File: src/rtl/step_enable_ctrl_if.sv
// step_enable_ctrl_if: event sources, mode/stall controls and step outputs of the step-enable controller
interface step_enable_ctrl_if #(
  parameter int CNT_W = 32
);
  logic             tick_i;
  logic             btn_i;
  logic [1:0]       mode_i;
  logic             hold_i;
  logic             step_en_o;
  logic [CNT_W-1:0] step_count_o;
  logic             dropped_o;
  modport master (
    output tick_i, btn_i, mode_i, hold_i,
    input  step_en_o, step_count_o, dropped_o
  );
  modport slave (
    input  tick_i, btn_i, mode_i, hold_i,
    output step_en_o, step_count_o, dropped_o
  );
endinterface

File: src/rtl/step_enable_ctrl.sv
// step_enable_ctrl: turns slow-clock ticks or debounced button presses into single-cycle core step enables
module step_enable_ctrl #(
  parameter int DEBOUNCE_CYCLES = 1_000_000,
  parameter int BOTH_EDGES      = 1,
  parameter int CNT_W           = 32
) (
  input logic              clk_i,
  input logic              rst_i,
  step_enable_ctrl_if.slave bus
);
  localparam int DW = DEBOUNCE_CYCLES > 1 ? $clog2(DEBOUNCE_CYCLES) : 1;
  localparam logic [1:0] M_HALT = 2'b00;
  localparam logic [1:0] M_AUTO = 2'b01;
  localparam logic [1:0] M_MAN  = 2'b10;
  localparam logic [1:0] M_FREE = 2'b11;
  logic             tick_s1, tick_s2, tick_prev;
  logic             btn_s1, btn_s2, btn_db, btn_db_prev;
  logic [DW-1:0]    db_cnt;
  logic             tick_ev, btn_ev, req;
  logic             pending, step_en, dropped;
  logic [CNT_W-1:0] count;
  // two-flop synchronisers plus previous-level registers for edge detection
  always_ff @(posedge clk_i) begin
    if (rst_i) begin
      tick_s1     <= 1'b0;
      tick_s2     <= 1'b0;
      tick_prev   <= 1'b0;
      btn_s1      <= 1'b0;
      btn_s2      <= 1'b0;
      btn_db_prev <= 1'b0;
    end else begin
      tick_s1     <= bus.tick_i;
      tick_s2     <= tick_s1;
      tick_prev   <= tick_s2;
      btn_s1      <= bus.btn_i;
      btn_s2      <= btn_s1;
      btn_db_prev <= btn_db;
    end
  end
  // debounced level flips only after the synced button differs for DEBOUNCE_CYCLES cycles in a row
  always_ff @(posedge clk_i) begin
    if (rst_i) begin
      btn_db <= 1'b0;
      db_cnt <= '0;
    end else if (btn_s2 == btn_db) begin
      db_cnt <= '0;
    end else if (db_cnt == DW'(DEBOUNCE_CYCLES - 1)) begin
      btn_db <= btn_s2;
      db_cnt <= '0;
    end else begin
      db_cnt <= db_cnt + 1'b1;
    end
  end
  // only the source chosen by the mode may raise a request
  always_comb begin
    tick_ev = (BOTH_EDGES != 0) ? (tick_s2 ^ tick_prev) : (tick_s2 & ~tick_prev);
    btn_ev  = btn_db & ~btn_db_prev;
    req     = (bus.mode_i == M_AUTO) ? tick_ev :
              (bus.mode_i == M_MAN)  ? btn_ev  : 1'b0;
  end
  // issue steps, park one request while stalled, flag overflow and count issued steps
  always_ff @(posedge clk_i) begin
    if (rst_i) begin
      step_en <= 1'b0;
      pending <= 1'b0;
      dropped <= 1'b0;
      count   <= '0;
    end else begin
      count <= count + CNT_W'(step_en);
      if (bus.mode_i == M_FREE) begin
        step_en <= ~bus.hold_i;
        pending <= 1'b0;
      end else if (bus.mode_i == M_HALT) begin
        step_en <= 1'b0;
        pending <= 1'b0;
      end else begin
        step_en <= ~bus.hold_i & (req | pending);
        if (bus.hold_i && req) begin
          pending <= 1'b1;
          if (pending) dropped <= 1'b1;
        end else if (!bus.hold_i) begin
          pending <= 1'b0;
        end
      end
    end
  end
  assign bus.step_en_o    = step_en;
  assign bus.step_count_o = count;
  assign bus.dropped_o    = dropped;
endmodule

File: src/flat_wrapper.sv
// flat-port wrapper written by rule: the top's interface ports become plain ports
module step_enable_ctrl_flat 
#(
  parameter int DEBOUNCE_CYCLES = 1_000_000,
  parameter int BOTH_EDGES      = 1,
  parameter int CNT_W           = 32
)
  (clk_i, rst_i, bus_tick_i, bus_btn_i, bus_mode_i, bus_hold_i, bus_step_en_o, bus_step_count_o, bus_dropped_o);
  step_enable_ctrl_if #(.CNT_W(CNT_W)) bus_i ();
  input logic clk_i;
  input logic rst_i;
  input wire logic [$bits(bus_i.tick_i)-1:0] bus_tick_i;
  input wire logic [$bits(bus_i.btn_i)-1:0] bus_btn_i;
  input wire logic [$bits(bus_i.mode_i)-1:0] bus_mode_i;
  input wire logic [$bits(bus_i.hold_i)-1:0] bus_hold_i;
  output wire logic [$bits(bus_i.step_en_o)-1:0] bus_step_en_o;
  output wire logic [$bits(bus_i.step_count_o)-1:0] bus_step_count_o;
  output wire logic [$bits(bus_i.dropped_o)-1:0] bus_dropped_o;
  assign bus_i.tick_i = bus_tick_i;
  assign bus_i.btn_i = bus_btn_i;
  assign bus_i.mode_i = bus_mode_i;
  assign bus_i.hold_i = bus_hold_i;
  assign bus_step_en_o = bus_i.step_en_o;
  assign bus_step_count_o = bus_i.step_count_o;
  assign bus_dropped_o = bus_i.dropped_o;
  step_enable_ctrl #(.DEBOUNCE_CYCLES(DEBOUNCE_CYCLES), .BOTH_EDGES(BOTH_EDGES), .CNT_W(CNT_W)) u_core (.clk_i(clk_i), .rst_i(rst_i), .bus(bus_i));
endmodule
File: config.mk
export PLATFORM = sky130hd
export DESIGN_NAME = step_enable_ctrl_flat
export DESIGN_NICKNAME = d
export VERILOG_FILES = /design/src/rtl/step_enable_ctrl_if.sv /design/src/rtl/step_enable_ctrl.sv /design/src/flat_wrapper.sv
export SDC_FILE = /design/constraint.sdc
export NUM_CORES = 1
export LEC_CHECK = 0
export ABC_AREA = 0
export CORE_UTILIZATION = 54
export DETAILED_ROUTE_END_ITERATION = 10
export GPL_ROUTABILITY_DRIVEN = 0
export PLACE_DENSITY = 0.79
export SLEW_MARGIN = 20
export SYNTH_ARGS = -nofsm -noshare
export SYNTH_HDL_FRONTEND = slang
export SYNTH_SLANG_ARGS = --single-unit
File: constraint.sdc
create_clock -name clk_i -period 2.4 [get_ports clk_i]
set_clock_uncertainty 0.2 [all_clocks]
set_input_delay 0.48 -clock clk_i [delete_from_list [all_inputs] [get_ports clk_i]]
set_output_delay 0.48 -clock clk_i [all_outputs]
set_load 0.05 [all_outputs]
==> key figures <==
Final layout
  – Nets: 377
  – Layout cells sized above 1: 10.9%
  – Diodes inserted: 0
  – Fillers: 374
  – P&R area growth vs syn: 25.4%
  – Layout Utilization: 72.2%

Route
  – Vias per inst: 5.68
  – Drt initial violations: 258
  – Total wire length: 5800 um
  – Antenna-violating nets left: 0
  – DR WL/cell: 13.4 um
  – Vias: 2464
  – DRC Markers: 0
  – TritonRoute pass-1 iters: 5

Timing
  – Period utilisation layout: 96.5%
  – RSZ-0062 raised after global routing: no
  – Final TNS setup: 0 ps
  – Finish-stage setup viols: 0
  – Min Tclk post-route: 2320 ps
  – Worst-margin pin slew: 515 ps
  – Max transition margin: 65.6%
  – Achievable Freq: 432 MHz
  – Fin. max-slew vios: 0
  – Final Hold Fails: 0

Synth
  – Yosys reg bits: 62
  – Synth area leader: dfxtp_1
  – Synth Flop Type: dfxtp_1
  – Yosys warns: 0
  – Yosys top cell area share: 44.5%
  – Mapped Cells: 313
  – Count leader, synth: dfxtp_1
  – Avg Inst Size Synth: 8.91 um^2
  – Synth top area cells: dfxtp_1, xnor2_1, or4_1
  – Post-synth cell types: 34
  – Post-Syn Area: 2790 um^2
  – Syn nets: 327
  – Seq/Total Area, Yosys: 44.5%
  – EDFF count, synth: 0
  – Commonest cells post-synth: dfxtp_1, nor2_1, a21oi_1, nand2_1, or4_1
  – Post-synth ARST share: 0%

Power and ir drop
  – Total power: 1.88 mW
  – Pwr per Cell Area: 536 nW/um^2
  – Peak VDD IR: 0.392 mV
  – Leak pwr: 1.13 nW

Floorplanning
  – Initial Util: 57.5%
  – Row count: 25
  – Core Area: 4850 um^2
  – Die Y: 73.9 um
  – Die W: 73.9 um
  – Die area: 5460 um^2
  – # IOs: 41

Worst hold path
  – Hold WC Path Type: flip-flop to flip-flop

Critical path
  – Crit path launch type: flip-flop
  – Critical Path End Type: output port
  – Critical path's slowest cell: clkdlybuf4s50_1
  – Worst Path Max Fanout: 8
  – Kind of cell adding the most delay to the critical path: buffers and inverters
  – CP peak stage delay: 850 ps
  – WS Path Type: flip-flop to output port
  – Req. time, crit path: 1720 ps
  – Crit-path cells: clkdlybuf4s50_1
  – Bufs and invs on worst path: 1
  – Critical path data arrival time: 1640 ps

CTS
  – Clk_lat worst skew: 330 ps
  – CTS HTree Levels: 3
  – TritonCTS clock tree: built
  – CTS Buf Count: 9
  – CTS max path bufs: 2
  – Root Buffer: clkbuf_8
  – Clk sinks: 62
  – Clock-pin slew on the worst setup and hold paths: 60 ps

Global routing
  – GRT overflow: 0
  – Vias in the first global route: 2216
  – GRT Overall Usage: 23.6%
  – Number of antenna violations at the first check in global routing: 0
  – Largest net degree at the start of global routing: 31
  – First-pass GRT wire length: 9720 um

Flow run
  – MaxCap Viol Count: 0

Placement
  – DP Wirelength: 4020 um
  – Port bufs: 40

Status
  – Run status: complete, no violations
-- where the power goes --
group / switching (mW) / internal [mW]
clock network: 0.363 / 0.425
registers: 0.00284 / 1.03
logic: 0.0290 / 0.0221
total: 0.395 / 1.48
-- cell families after synthesis --
| logic type | after synthesis | synth area share, % |
|---|---|---|
| AO/OA/AOI/OAI | 51 | 11.5 |
| XOR/XNOR | 27 | 8.48 |
| adder cells (fa/ha/maj) | 7 | 3.14 |
| buffers and inverters | 21 | 2.91 |
| flip-flops | 62 | 44.5 |
| multiplexers | 1 | 0.404 |
| AND/OR/NAND/NOR | 144 | 29.1 |
-- metrics by stage --
| step | cell area [um^2] | worst slack, ps | hold WS [ps] | std cells |
|---|---|---|---|---|
| floorplan | 2810 | 3.65 | 214 | 313 |
| global placement | 3320 | 114 | 217 | 419 |
| detailed placement | 3320 | 55.1 | 222 | 419 |
| CTS | 3490 | 23.4 | 244 | 434 |
| global route | 3500 | 25.5 | 257 | 434 |
| finish | 3500 | 84.1 | 241 | 434 |
-- registers in the layout, indices dropped and copies added, names as in the netlist --
name,cells
u_core.tick_s2,1
u_core.tick_s1,1
u_core.btn_s2,1
u_core.bus.step_en_o,1
u_core.bus.dropped_o,1
u_core.tick_prev,1
u_core.pending,1
u_core.btn_db,1
u_core.bus.step_count_o,32
u_core.btn_s1,1
u_core.db_cnt,20
u_core.btn_db_prev,1
-- layer usage --
metal | track usage, % | wire length (um)
met3 | 4.53 | 218
met1 | 31.0 | 2820
met2 | 37.1 | 2650
met5 | 0 | 0
met4 | 11.3 | 109
-- placed cells by master (no fill, tap or decap), types with 9 or more instances in the layout --
cell and instances:
a21oi_1 24, buf_4 10, clkbuf_8 11, clkdlybuf4s50_1 40
dfxtp_1 53, inv_1 10, nand2_1 19, nand3_1 16
nand4_1 11, nor2_1 31, nor2b_1 9, o21ai_0 9
o31ai_1 14, or3_1 10, or4_1 16, xnor2_1 16
xor2_1 11
-- layout make-up --
class / count / area [um^2] / area share, %
sequential: 62 / 1260 / 35.9
inverter: 10 / 37.5 / 1.07
tap: 67 / 83.8 / 2.40
clock buffer: 14 / 163 / 4.65
multi-input combinational: 230 / 1480 / 42.2
timing repair buffer: 50 / 475 / 13.6
clock inverter: 1 / 5.00 / 0.143
-- timing repair --
item / 4_1_cts / 5_1_grt
endpoints found under the setup margin: 0 / 6
gates resized for setup: 0 / 2
buffers inserted: 0 / 0
hold buffers: 0 / 0
-- worst paths after layout --
check,startpoint,endpoint,slack [ps],cells past startpoint
max reg2reg,u_core.bus.step_count_o[0],u_core.bus.step_count_o[22],150,6
min,u_core.tick_s1,u_core.tick_s2,240,1
min reg2reg,u_core.tick_s1,u_core.tick_s2,240,1
max,u_core.bus.step_count_o[24],bus_step_count_o[24],80,1
Note: power is estimated with default switching activity, not from simulation.
